--- src/rtl/boot_loader_pkg.sv ---
// Shared definitions for the boot ROM shadow-copy engine.
package boot_loader_pkg;

  typedef enum logic [1:0] {
    FETCH = 2'd0,
    LATCH = 2'd1,
    WRITE = 2'd2,
    DONE  = 2'd3
  } state_e;

  // Also used by the top-level address decoder to place the RAM shadow.
  localparam logic [15:0] RAM_BASE_DEFAULT = 16'hE000;

endpackage

--- src/rtl/boot_loader.sv ---
// Copies the whole boot ROM into RAM at RAM_BASE while holding the CPU in reset;
// one byte per FETCH/LATCH/WRITE pass, with RAM back-pressure honoured in WRITE.
module boot_loader
  import boot_loader_pkg::*;
#(
  parameter int                    ROM_ADDR_W = 13,
  parameter int                    RAM_ADDR_W = 16,
  parameter logic [RAM_ADDR_W-1:0] RAM_BASE   = RAM_ADDR_W'(RAM_BASE_DEFAULT)
) (
  input  logic                  clk,
  input  logic                  rst,
  input  logic                  restart,
  output logic [ROM_ADDR_W-1:0] rom_addr,
  input  logic [7:0]            rom_data,
  output logic [RAM_ADDR_W-1:0] ram_addr,
  output logic [7:0]            ram_wdata,
  output logic                  ram_we,
  input  logic                  ram_ready,
  output logic                  cpu_rst,
  output logic                  done
);

  state_e                state_q, state_d;
  logic [ROM_ADDR_W-1:0] index_q, index_d;
  logic [ROM_ADDR_W-1:0] rom_addr_q, rom_addr_d;
  logic [RAM_ADDR_W-1:0] ram_addr_q, ram_addr_d;
  logic [7:0]            ram_wdata_q, ram_wdata_d;
  logic                  ram_we_q, ram_we_d;
  logic                  cpu_rst_q, cpu_rst_d;
  logic                  done_q, done_d;

  logic accept;
  logic last;

  assign accept = ram_we_q & ram_ready;
  // Last byte is recognised by the all-ones index, never by counter wrap.
  assign last   = &index_q;

  always_ff @(posedge clk) begin
    if (rst) begin
      state_q     <= FETCH;
      index_q     <= '0;
      rom_addr_q  <= '0;
      ram_addr_q  <= RAM_BASE;
      ram_wdata_q <= '0;
      ram_we_q    <= 1'b0;
      cpu_rst_q   <= 1'b1;
      done_q      <= 1'b0;
    end else begin
      state_q     <= state_d;
      index_q     <= index_d;
      rom_addr_q  <= rom_addr_d;
      ram_addr_q  <= ram_addr_d;
      ram_wdata_q <= ram_wdata_d;
      ram_we_q    <= ram_we_d;
      cpu_rst_q   <= cpu_rst_d;
      done_q      <= done_d;
    end
  end

  always_comb begin
    state_d = state_q;
    unique case (state_q)
      FETCH:   state_d = LATCH;
      LATCH:   state_d = WRITE;
      WRITE:   if (accept) state_d = last ? DONE : FETCH;
      DONE:    if (restart) state_d = FETCH;
      default: state_d = FETCH;
    endcase
  end

  always_comb begin
    index_d     = index_q;
    rom_addr_d  = rom_addr_q;
    ram_addr_d  = ram_addr_q;
    ram_wdata_d = ram_wdata_q;
    ram_we_d    = ram_we_q;
    cpu_rst_d   = cpu_rst_q;
    done_d      = done_q;
    unique case (state_q)
      LATCH: begin
        // ROM output is valid now, one cycle after it sampled rom_addr.
        ram_wdata_d = rom_data;
        ram_addr_d  = RAM_BASE + RAM_ADDR_W'(index_q);
        ram_we_d    = 1'b1;
      end
      WRITE: begin
        if (accept) begin
          ram_we_d = 1'b0;
          if (last) begin
            cpu_rst_d  = 1'b0;
            done_d     = 1'b1;
            rom_addr_d = '0;
          end else begin
            index_d    = index_q + ROM_ADDR_W'(1);
            rom_addr_d = index_q + ROM_ADDR_W'(1);
          end
        end
      end
      DONE: begin
        if (restart) begin
          index_d   = '0;
          cpu_rst_d = 1'b1;
          done_d    = 1'b0;
        end
      end
      default: ;
    endcase
  end

  assign rom_addr  = rom_addr_q;
  assign ram_addr  = ram_addr_q;
  assign ram_wdata = ram_wdata_q;
  assign ram_we    = ram_we_q;
  assign cpu_rst   = cpu_rst_q;
  assign done      = done_q;

endmodule

--- config.mk ---
export PLATFORM = sky130hd
export DESIGN_NAME = boot_loader
export DESIGN_NICKNAME = d
export VERILOG_FILES = /design/src/rtl/boot_loader_pkg.sv /design/src/rtl/boot_loader.sv
export SDC_FILE = /design/constraint.sdc
export NUM_CORES = 1
export LEC_CHECK = 0
export CORE_UTILIZATION = 52
export CTS_CLUSTER_SIZE = 10
export DETAILED_ROUTE_END_ITERATION = 7
export GPL_TIMING_DRIVEN = 0
export PLACE_DENSITY = 0.83
export SLEW_MARGIN = 0
export SYNTH_ARGS = -nofsm -noshare
export SYNTH_HDL_FRONTEND = slang
export SYNTH_SLANG_ARGS = --single-unit
--- constraint.sdc ---
create_clock -name clk -period 5.45 [get_ports clk]
set_input_delay 1.09 -clock clk [delete_from_list [all_inputs] [get_ports clk]]
set_output_delay 1.09 -clock clk [all_outputs]
set_load 0.03 [all_outputs]
# Yosys cells after proc, flatten, opt, wreduce, memory -nomap -nowiden

Index checks and enable logic that the tools add are counted.

Add/subtract/negate cells: 2
Multiply operators: 0
Divide/modulo/power cells: 0
Magnitude comparators: 0
Eq/ne operators: 7
Shifts and indexed selects: 0
Mux-type cells: 19
Bitwise operators: 1
Reductions and logical operators: 9

Operators with widths:

| operator               | number |
|---|---|
| $mux 13                | 4 |
| $pmux 13 s2            | 1 |
| $add 14x14->15 const A | 1 |
| $add 13x1->13 const B  | 1 |
| $reduce_and 13->1      | 1 |
| $ne 2x2->1 const B     | 4 |
| $pmux 2 s4             | 1 |
| $reduce_and 4->1       | 2 |
| $mux 1                 | 7 |
| $mux 2                 | 3 |
| $pmux 1 s2             | 3 |
| $reduce_and 2->1       | 3 |
| $eq 2x2->1 const B     | 2 |
| $reduce_bool 2->1      | 2 |
| $eq 2x1->1 const B     | 1 |
| $logic_not 2->1        | 1 |
| $and 1x1->1            | 1 |

Bits in registers: 55
Bits in latches: 0
RAM bits: 0
Bits in read-only memories: 0
Logic and storage cells: 46
Memories kept: 0

# Longest topological paths before layout

Gate-level depths: netlist of run 1.

Depth in word-level cells: 4
Gate-level depth with buffers: 7
Gate-level depth less buffers: 6

# Worst setup path before layout of run 1

No wires, ideal clock.

Path type: input to register
Start: input port ram_ready
End: register index_q[3]
Setup time: 0.122 ns
Arrival: 2.031 ns
Slack: 3.297 ns
Stages on the path: 4
Buffers on the path: 0
Cells stage by stage: nand3b_1 > a21boi_0 > o2bb2ai_1 > a221o_1

Cells in the longest elaborated chain, start to end: 3

Ends and longest elaborated chain:

| element                           | RTL line          | RTL |
|---|---|---|
| from (decl)                       | boot_loader.sv:18 | `input logic ram_ready,` |
| $and 1x1->1                       | boot_loader.sv:35 | `assign accept = ram_we_q & ram_ready;` |
| $ne 2x2->1 (no source line)       | -                 |  |
| $reduce_and 4->1 (no source line) | -                 |  |
| to (signal assigned)              | boot_loader.sv:51 | `index_q <= index_d;` |
| to (decl)                         | boot_loader.sv:24 | `logic [ROM_ADDR_W-1:0] index_q, index_d;` |

No other way between the ends.
A chain may end at the register's enable or synchronous reset.

# Final worst setup path of run 1

Start: input port ram_ready
End: register index_q[2]

Same word-level chain as after synthesis.

==> results of run 1 <==
## placed cells by master, fill, tap and decap left out, drive strengths merged, types with 2 or more instances in the layout
master         netlist  routed
inv                  5       5
nor3                 3       3
and3                 4       4
a211oi               4       4
nand3                8       8
dfxtp               52      52
clkbuf              10      16
conb                 1       3
xnor2                6       6
xor2                 4       4
nor2                19      19
a21oi               36      36
clkdlybuf4s50        0      47
a31oi                5       5
a22o                 2       2
mux2i                3       3
buf                 10      10
nand2               63      63
a32o                 3       3
o21ai                5       5
or2                  2       2
o21a                 2       2
nand4                3       3
nand2b               2       2
## final cells by class
cell class,instances,area [µm²]
timing repair buffer,47,470
tap,50,62.6
sequential,52,1040
clock buffer,6,82.6
multi-input combinational,188,1010
clock inverter,1,8.76
inverter,5,18.8
fill,342,1200
buffer,20,109
## worst max-delay path by stage
stage | endpoint | slack [ns]
final | index_q[2] | 2.84
after global routing | index_q[7] | 2.71
after CTS | index_q[10] | 2.86
after detailed placement | index_q[10] | 2.57
after global placement | index_q[3] | 2.60
after floorplan | index_q[3] | 3.30
## worst max-delay path, stage by stage
cell             delay (ns)
clkdlybuf4s50_1        0.51
nand2_1                0.10
or2_1                  0.27
nor3_1                 0.37
buf_4                  0.26
a21oi_1                0.08
mux2i_1                0.17
## registers in the layout (all words and copies together) (netlist names)
name,flops
ram_we,1
rom_addr,13
index_q,13
cpu_rst,1
ram_wdata,8
ram_addr,13
state_q,2
done,1
## metal layers
metal / wire [µm] / vias up / track usage, % / part of all wire, %
met3: 265 / 7 / 6.51 / 5.3
met2: 2300 / 50 / 38.0 / 46
li1: - / 999 / - / -
met1: 2320 / 888 / 30.1 / 47
met4: 78 / 0 / 12.0 / 1.6
met5: 0 / - / 0 / 0
## synthesized netlist by cell type (all sizes together) (3+ instances only)
cell    count
inv         5
and3        4
nand3       8
nand2      63
a32o        3
dfxtp      52
xnor2       6
a21oi      36
nor3        3
xor2        4
buf        10
o21ai       5
mux2i       3
nor2       19
a31oi       5
nand4       3
clkbuf     10
a211oi      4
## stage by stage
| step | power, mW | instance area (µm²) |
|---|---|---|
| detailed placement | 0.506 | 2710 |
| finish | 0.723 | 2800 |
| global placement | 0.503 | 2710 |
| global route | 0.750 | 2800 |
| floorplan | 0.468 | 2170 |
| CTS | 0.727 | 2800 |
## cells by family after synthesis
logic type      synth area share, %
flops                          48.0
mux                            1.39
fa+ha+maj                     0.577
simple gates                   22.6
compound gates                 17.3
xor+xnor                       4.04
buf+inv                        5.89
other cells                   0.173
## power by group
group	total (mW)	switching, mW	internal [mW]
registers	0.397	0.00740	0.390
logic	0.100	0.0627	0.0374
clock network	0.225	0.124	0.101
total	0.723	0.194	0.529
==> impl_metrics.tcl, run 1 <==
set metrics [dict create \
    post_cts_buffers 0 \
    place_congestion 0.826 \
    grt_first_pass_wirelength_mm 7.96 \
    period_needed_ns 2.61 \
    leakagePower_nw 0.990 \
    vdd_ir_drop_max_uv 223 \
    syn_inst 263 \
    core-area_um2 4000 \
    start_util_pct 54.2 \
    area_growth_pct 29.2 \
    cts-htree-levels 2 \
    finalHoldViolCount 0 \
    layoutNonFillerInstCount 369 \
    synth_top_cell_by_area "dfxtp_1" \
    cts_buffers 5 \
    crit_type "in -> reg" \
    overflow 0 \
    min_from "ram_addr[0]" \
    cts_resized 0 \
    whs_ns 0.456 \
    routed_wl_mm 4.96 \
    synth.distinct_cells 40 \
    netlist_area_um2 2170 \
    die_h_um 66.6 \
    startpoint_type "primary input" \
    finalNetCount 332 \
    yosys-top-cells-area "dfxtp_1 (48%), nand2_1 (11%), a21oi_1 (8.3%), nor2_1 (3.3%), buf_4 (2.8%)" \
    drtIter0Drc 111 \
    synthArstFlopShare_pct 0 \
    root_buffer "clkbuf_8" \
    dp_cells 362 \
    path_clk_slew_ns 0.09 \
    final_util_pct 70.0 \
    dieWidth_um 66.6 \
    synth_top_area_share_pct 48.0 \
    startpoint "ram_ready" \
    syn_area_per_cell_um2 8.24 \
    antenna_found_initial 0 \
    hold_depth 2 \
    hpwlAfterDp_mm 3.50 \
    std_cell_rows 23 \
    grt_max_degree 16 \
    rr_worst_depth 7 \
    seq_area_frac_synth_pct 48.0 \
    cap_violations 0 \
    clock_skew_ns 0.00635 \
    rsz0062_at_grt "false" \
    setup_tns_ns 0 \
    synth_ff_type "dfxtp_1" \
    relSlewSlack_pct 58.1 \
    hold_end "ram_addr[0]" \
    fmax_mhz 383 \
    tritoncts "yes" \
    antennaDiodeCount 0 \
    reg2reg_slack_ns 3.30 \
    cts_hold_buf 0 \
    drv_slew 0 \
    hp-class "reg -> reg" \
    clk_latency_ns 0.31 \
    r2r-start "index_q[0]" \
    p_per_area_nw_per_um2 258 \
    grt.total_usage_pct 24.2 \
    io_buffers 47 \
    setup_viol_count_final 0 \
    synth_edf_count 0 \
    viasPerCell 5.27 \
    r2r_end "index_q[2]" \
    place_ws_ns 2.57 \
    ios 52 \
    wl_per_cell_um 13.4 \
    status "finished clean" \
    drive_gt1_share_pct 7.52 \
    ant_nets 0 \
    yosys_warnings 0 \
    timing.final.crit_share_pct 47.9 \
    synth_seq_cells 52 \
    worst_pin_slew_ns 0.628 \
    grt_pass1_vias 1757 \
    num_vias 1944 \
    worstPathRequired_ns 5.69 \
    dr.pass1.iters 4 \
    fin_ws_ns 2.84 \
    crit_path_max_fanout 10 \
    dieArea_um2 4430 \
    crit_arrival_ns 2.85 \
    cts_max_path_buffers 2 \
    drc 0 \
    clock_sinks 52 \
    cp-end-kind "register" \
]
No activity file was read; power rests on OpenSTA's default activity.
==> run 2: changes to the inputs <==
--- a/config.mk
+++ b/config.mk
@@ -5,11 +5,11 @@
 export SDC_FILE = /design/constraint.sdc
 export NUM_CORES = 1
 export LEC_CHECK = 0
-export CORE_UTILIZATION = 52
+export CORE_UTILIZATION = 44
 export CTS_CLUSTER_SIZE = 10
 export DETAILED_ROUTE_END_ITERATION = 7
 export GPL_TIMING_DRIVEN = 0
-export PLACE_DENSITY = 0.83
+export PLACE_DENSITY = 0.75
 export SLEW_MARGIN = 0
 export SYNTH_ARGS = -nofsm -noshare
 export SYNTH_HDL_FRONTEND = slang
==> constraint.sdc (replaced) <==
create_clock -name clk -period 2.2 [get_ports clk]
set_input_delay 0.44 -clock clk [delete_from_list [all_inputs] [get_ports clk]]
set_output_delay 0.44 -clock clk [all_outputs]
set_load 0.03 [all_outputs]
==> run 2 against run 1 <==
Routed wire length is 1.1% lower. Register-to-register slack worse by 3.2 ns. Global-route usage down 3.8 points. Sequential share of layout area shrank 0.25 points. Sequential power is 150% higher. Final cell count increased by 4.6%. Via count shrank 0.72%. Core utilization is 10 points lower. Combinational power grew 150%. Clock power increased by 130%. Hold slack got worse by 0.0042 ns. Highest routed layer unchanged.
==> impl_metrics.tcl, run 2 (synthesized netlist as in run 1, its figures left out) <==
set metrics [dict create \
    status "finished clean" \
    cts_hold_buf 0 \
    crit_type "reg -> reg" \
    hp-class "reg -> reg" \
    seqCellArea_um2 1040 \
    std_cell_rows 25 \
    hpwlAfterDp_mm 3.52 \
    worstPathRequired_ns 2.44 \
    clk_latency_ns 0.30 \
    setup_viol_count_final 0 \
    die_h_um 72.2 \
    drive_gt1_share_pct 7.52 \
    startpoint_type "register" \
    post_cts_buffers 0 \
    power_mw 1.74 \
    dieArea_um2 5210 \
    setup_tns_ns 0 \
    io_buffers 47 \
    clock_skew_ns 0.00647 \
    dr.pass1.iters 5 \
    core-area_um2 4720 \
    drtIter0Drc 106 \
    leakagePower_nw 0.997 \
    mostFrequentLayoutCells "nand2_1 (63), dfxtp_1 (52), clkdlybuf4s50_1 (47)" \
    routed_wl_mm 4.90 \
    worst_pin_slew_ns 0.658 \
    vdd_ir_drop_max_uv 314 \
    layout_commonest_cell "nand2_1" \
    period_needed_ns 2.06 \
    timing.final.crit_share_pct 93.7 \
    rsz0062_at_grt "true" \
    grt_pass1_vias 1752 \
    place_congestion 0.869 \
    path_clk_slew_ns 0.09 \
    antennaDiodeCount 0 \
    grt_first_pass_wirelength_mm 8.13 \
    cts_buffers 5 \
    p_per_area_nw_per_um2 618 \
    cp-end-kind "register" \
    root_buffer "clkbuf_8" \
    whs_ns 0.452 \
    fmax_mhz 485 \
    multiInputGateArea_um2 1020 \
    cap_violations 0 \
    finalNetCount 332 \
    crit_path_max_fanout 6 \
    cts_max_path_buffers 2 \
    drv_slew 0 \
    fin_ws_ns 0.138 \
    tritoncts "yes" \
    drc 0 \
    ant_nets 0 \
    cts-htree-levels 2 \
    clock_sinks 52 \
    viasPerCell 5.00 \
    start_util_pct 45.9 \
    final_util_pct 59.7 \
    dieWidth_um 72.2 \
    antenna_found_initial 0 \
    finalHoldViolCount 0 \
    grt_max_degree 15 \
    grt.total_usage_pct 20.4 \
    overflow 0 \
    crit_arrival_ns 2.30 \
    relSlewSlack_pct 56.1 \
    fill_cells 436 \
    area_growth_pct 30.0 \
    ios 52 \
    num_vias 1930 \
    reg2reg_slack_ns 0.14 \
    wl_per_cell_um 12.7 \
    place_ws_ns -0.0378 \
]
==> run 2: cell count changes in the layout (fill, tap and decap cells not counted) <==
cell      delta
nor4_4       +1
clkbuf_8     -1
clkinv_4     -1
clkbuf_1     +1
nor4_2       -1
ha_1         -1
clkinv_2     +1
ha_2         +1
==> run 2: final timing paths <==
kind	start	endpoint	cells past startpoint
setup / recovery	index_q[0]	index_q[5]	6
setup reg to reg	index_q[0]	index_q[5]	6
hold reg to reg	rom_addr[3]	rom_addr[3]	2
hold / removal	rom_addr[3]	rom_addr[3]	2
==> run 2: what timing repair did <==
item,4_1_cts,5_1_grt
gates resized for setup,0,2
hold endpoints to repair,0,0
endpoints found under the setup margin,0,13
==> run 2: worst max-delay path, stage by stage (launching register included) <==
cell,delay (ns)
dfxtp_1,0.43
ha_2,0.26
nand3_1,0.19
or4_4,0.61
o21ai_2,0.27
nand2_1,0.09
a21oi_1,0.14
==> run 2: final cells by class <==
type,instances,area share [%]
inverter,5,0.666
clock buffer,6,2.58
buffer,20,3.86
tap,67,2.98
multi-input combinational,188,36.1
sequential,52,36.9
timing repair buffer,47,16.7
clock inverter,1,0.178
==> run 2: stage by stage <==
stage          cell area [µm²]  instances
6_report                  2820        386
2_1_floorplan             2170        265
3_3_place_gp              2730        379
5_1_grt                   2820        386
4_1_cts                   2810        386
3_5_place_dp              2730        379
==> run 2: layer usage <==
metal | vias up | GRT usage, % | routed length (µm)
met2 | 50 | 33.3 | 2280
li1 | 997 | - | -
met4 | 0 | 8.71 | 101
met1 | 873 | 25.6 | 2330
met3 | 10 | 5.00 | 191
met5 | - | 0 | 0
==> run 2: report_power, final <==
group          internal [mW]  switching, mW
clock                  0.217          0.294
sequential             0.965         0.0183
combinational         0.0928          0.154
==> run 3: changes to the inputs <==
--- a/config.mk
+++ b/config.mk
@@ -5,6 +5,7 @@
 export SDC_FILE = /design/constraint.sdc
 export NUM_CORES = 1
 export LEC_CHECK = 0
+export ABC_AREA = 1
 export CORE_UTILIZATION = 44
 export CTS_CLUSTER_SIZE = 10
 export DETAILED_ROUTE_END_ITERATION = 7
==> run 3 against run 2 <==
Synthesized cell count increased by 7.2%. Sequential share of layout area decreased by 0.85 points. Final cell count increased by 5.4%. Flip-flop and latch count unchanged. Critical endpoint is now ram_we. Largest power group unchanged. Highest routed layer unchanged.
==> impl_metrics.tcl, run 3 <==
set metrics [dict create \
    status "finished clean" \
    startpoint_type "register" \
    synth_top_area_share_pct 46.9 \
    die_h_um 73.0 \
    syn_area_per_cell_um2 7.87 \
    setup_tns_ns 0 \
    num_vias 1980 \
    cts_max_path_buffers 2 \
    leakagePower_nw 1.09 \
    combPwrFrac_pct 32.9 \
    io_buffers 48 \
    startpoint "ram_we" \
    synth_seq_cells 52 \
    yosys-top-cells-area "dfxtp_1 (47%), nand2_1 (9.6%), nor2_1 (6.8%), a21oi_1 (6.1%), o21ai_0 (4.7%)" \
    clkPwrFrac_pct 21.8 \
    synthArstFlopShare_pct 0 \
    dr.pass1.iters 4 \
    relSlewSlack_pct 64.3 \
    syn_inst 282 \
    cts_hold_buf 0 \
    swShare_pct 34.8 \
    slowest_delay_ns 0.68 \
    p_sw_mw 0.877 \
    top_layer_used "met4" \
    m1WireLength_mm 2.31 \
    final_util_pct 60.3 \
    synth_edf_count 0 \
    met2_wirelength_mm 2.42 \
    p_per_area_nw_per_um2 874 \
    tritoncts "yes" \
    grt.total_usage_pct 20.7 \
    start_util_pct 46.4 \
    cts_resized 0 \
    crit_arrival_ns 1.35 \
    vdd_ir_drop_max_uv 672 \
    finalNetCount 352 \
    antennaDiodeCount 0 \
    setup_viol_count_final 0 \
    routed_wl_mm 4.98 \
    clock_sinks 52 \
    drtIter0Drc 65 \
    drc 0 \
    viasPerCell 4.86 \
    timing.final.crit_share_pct 81.2 \
    path_cells "clkdlybuf4s50_1" \
    r2r-start "index_q[1]" \
    antenna_found_initial 0 \
    dieWidth_um 73.0 \
    hpwlAfterDp_mm 3.76 \
    fill_cells 447 \
    yosysMostFrequentCell "nand2_1" \
    wl_per_cell_um 12.2 \
    clock_skew_ns 0.00680 \
    post_cts_buffers 0 \
    fmax_mhz 560 \
    dieArea_um2 5330 \
    internal-power_mw 1.65 \
    worstPathRequired_ns 1.76 \
    crit_family "buffers and inverters" \
    min_from "done" \
    synth_top_cell_by_area "dfxtp_1" \
    synth_ff_type "dfxtp_1" \
    synth.distinct_cells 28 \
    cap_violations 0 \
    area_growth_pct 29.9 \
    wl_met3_um 194 \
    core-area_um2 4790 \
    cts_buffers 5 \
    rsz0062_at_grt "false" \
    cts-htree-levels 2 \
    place_congestion 0.860 \
    worst_pin_slew_ns 0.536 \
    clk_latency_ns 0.30 \
    std_cell_rows 25 \
    cp-end-kind "output pin" \
    ant_nets 0 \
    drive_gt1_share_pct 14.1 \
    grt_max_degree 16 \
    mostFrequentLayoutCells "nand2_1 (57), dfxtp_1 (52), clkdlybuf4s50_1 (48)" \
    drv_slew 0 \
    grt_pass1_vias 1836 \
    root_buffer "clkbuf_8" \
    yosys_warnings 0 \
    period_needed_ns 1.79 \
    seq_power_share_pct 45.3 \
    hp-class "reg -> reg" \
    crit_buf_inv 1 \
    synth_commonest_cells "nand2_1 (57), dfxtp_1 (52), nor2_1 (40), a21oi_1 (27), o21ai_0 (21)" \
    finalHoldViolCount 0 \
    path_clk_slew_ns 0.09 \
    overflow 0 \
    slowest_stage "clkdlybuf4s50_1" \
    netlist_area_um2 2220 \
    crit_type "reg -> out" \
    crit_path_max_fanout 3 \
    layout_commonest_cell "nand2_1" \
    seq_area_frac_synth_pct 46.9 \
    grt_first_pass_wirelength_mm 8.44 \
    ios 52 \
]
[run 3: final cells by class]
class                      instances  area (µm²)  area share, %
buffer                            14        91.3           3.17
clock buffer                       6        82.6           2.86
clock inverter                     2        10.0          0.347
inverter                          16        60.1           2.08
multi-input combinational        202        1030           35.9
sequential                        52        1040           36.1
tap                               67        83.8           2.91
timing repair buffer              48         480           16.7
[run 3: kinds of logic after synthesis]
family          share of synthesized area, %
other cells                            0.169
xor+xnor                                1.18
fa+ha+maj                              0.564
flops                                   46.9
compound gates                          15.0
buf+inv                                 6.82
simple gates                            29.4
[run 3: layer usage]
layer | up-vias | track usage (%)
met2 | 47 | 34.9
met1 | 907 | 26.6
met3 | 5 | 4.01
li1 | 1021 | -
met5 | - | 0
met4 | 0 | 6.54
[run 3: power by group through the flow]
| stage | logic, mW | clock network, mW | registers (mW) |
|---|---|---|---|
| 2_1_floorplan | 0.293 | 0 | 1.39 |
| 3_3_place_gp | 0.829 | 0 | 1.16 |
| 3_5_place_dp | 0.836 | 0 | 1.16 |
| 4_1_cts | 0.838 | 0.565 | 1.14 |
| 5_1_grt | 0.902 | 0.611 | 1.16 |
| 6_report | 0.829 | 0.550 | 1.14 |
[run 3: final timing paths]
| kind | end | slack, ns | cells after the start |
|---|---|---|---|
| hold reg to reg | done | 0.45 | 2 |
| setup / recovery | ram_we | 0.41 | 1 |
| setup reg to reg | rom_addr[3] | 0.52 | 8 |
| hold / removal | done | 0.45 | 2 |
[run 3: stage by stage]
| stage | power (mW) | instance area [µm²] | hold WS (ns) | instances | setup WS (ns) |
|---|---|---|---|---|---|
| after floorplan | 1.68 | 2230 | 0.452 | 284 | 0.772 |
| after global placement | 1.99 | 2790 | 0.433 | 399 | 0.171 |
| after detailed placement | 2.00 | 2790 | 0.439 | 399 | 0.174 |
| after CTS | 2.55 | 2880 | 0.452 | 407 | 0.405 |
| after global routing | 2.67 | 2880 | 0.491 | 407 | 0.367 |
| final | 2.52 | 2880 | 0.451 | 407 | 0.414 |
[run 3: worst reg2reg max path, delay by kind of cell (launching register included)]
family	cells	cell delay [ns]
flops	1	0.42
compound gates	1	0.08
fa+ha+maj	1	0.26
simple gates	6	0.80
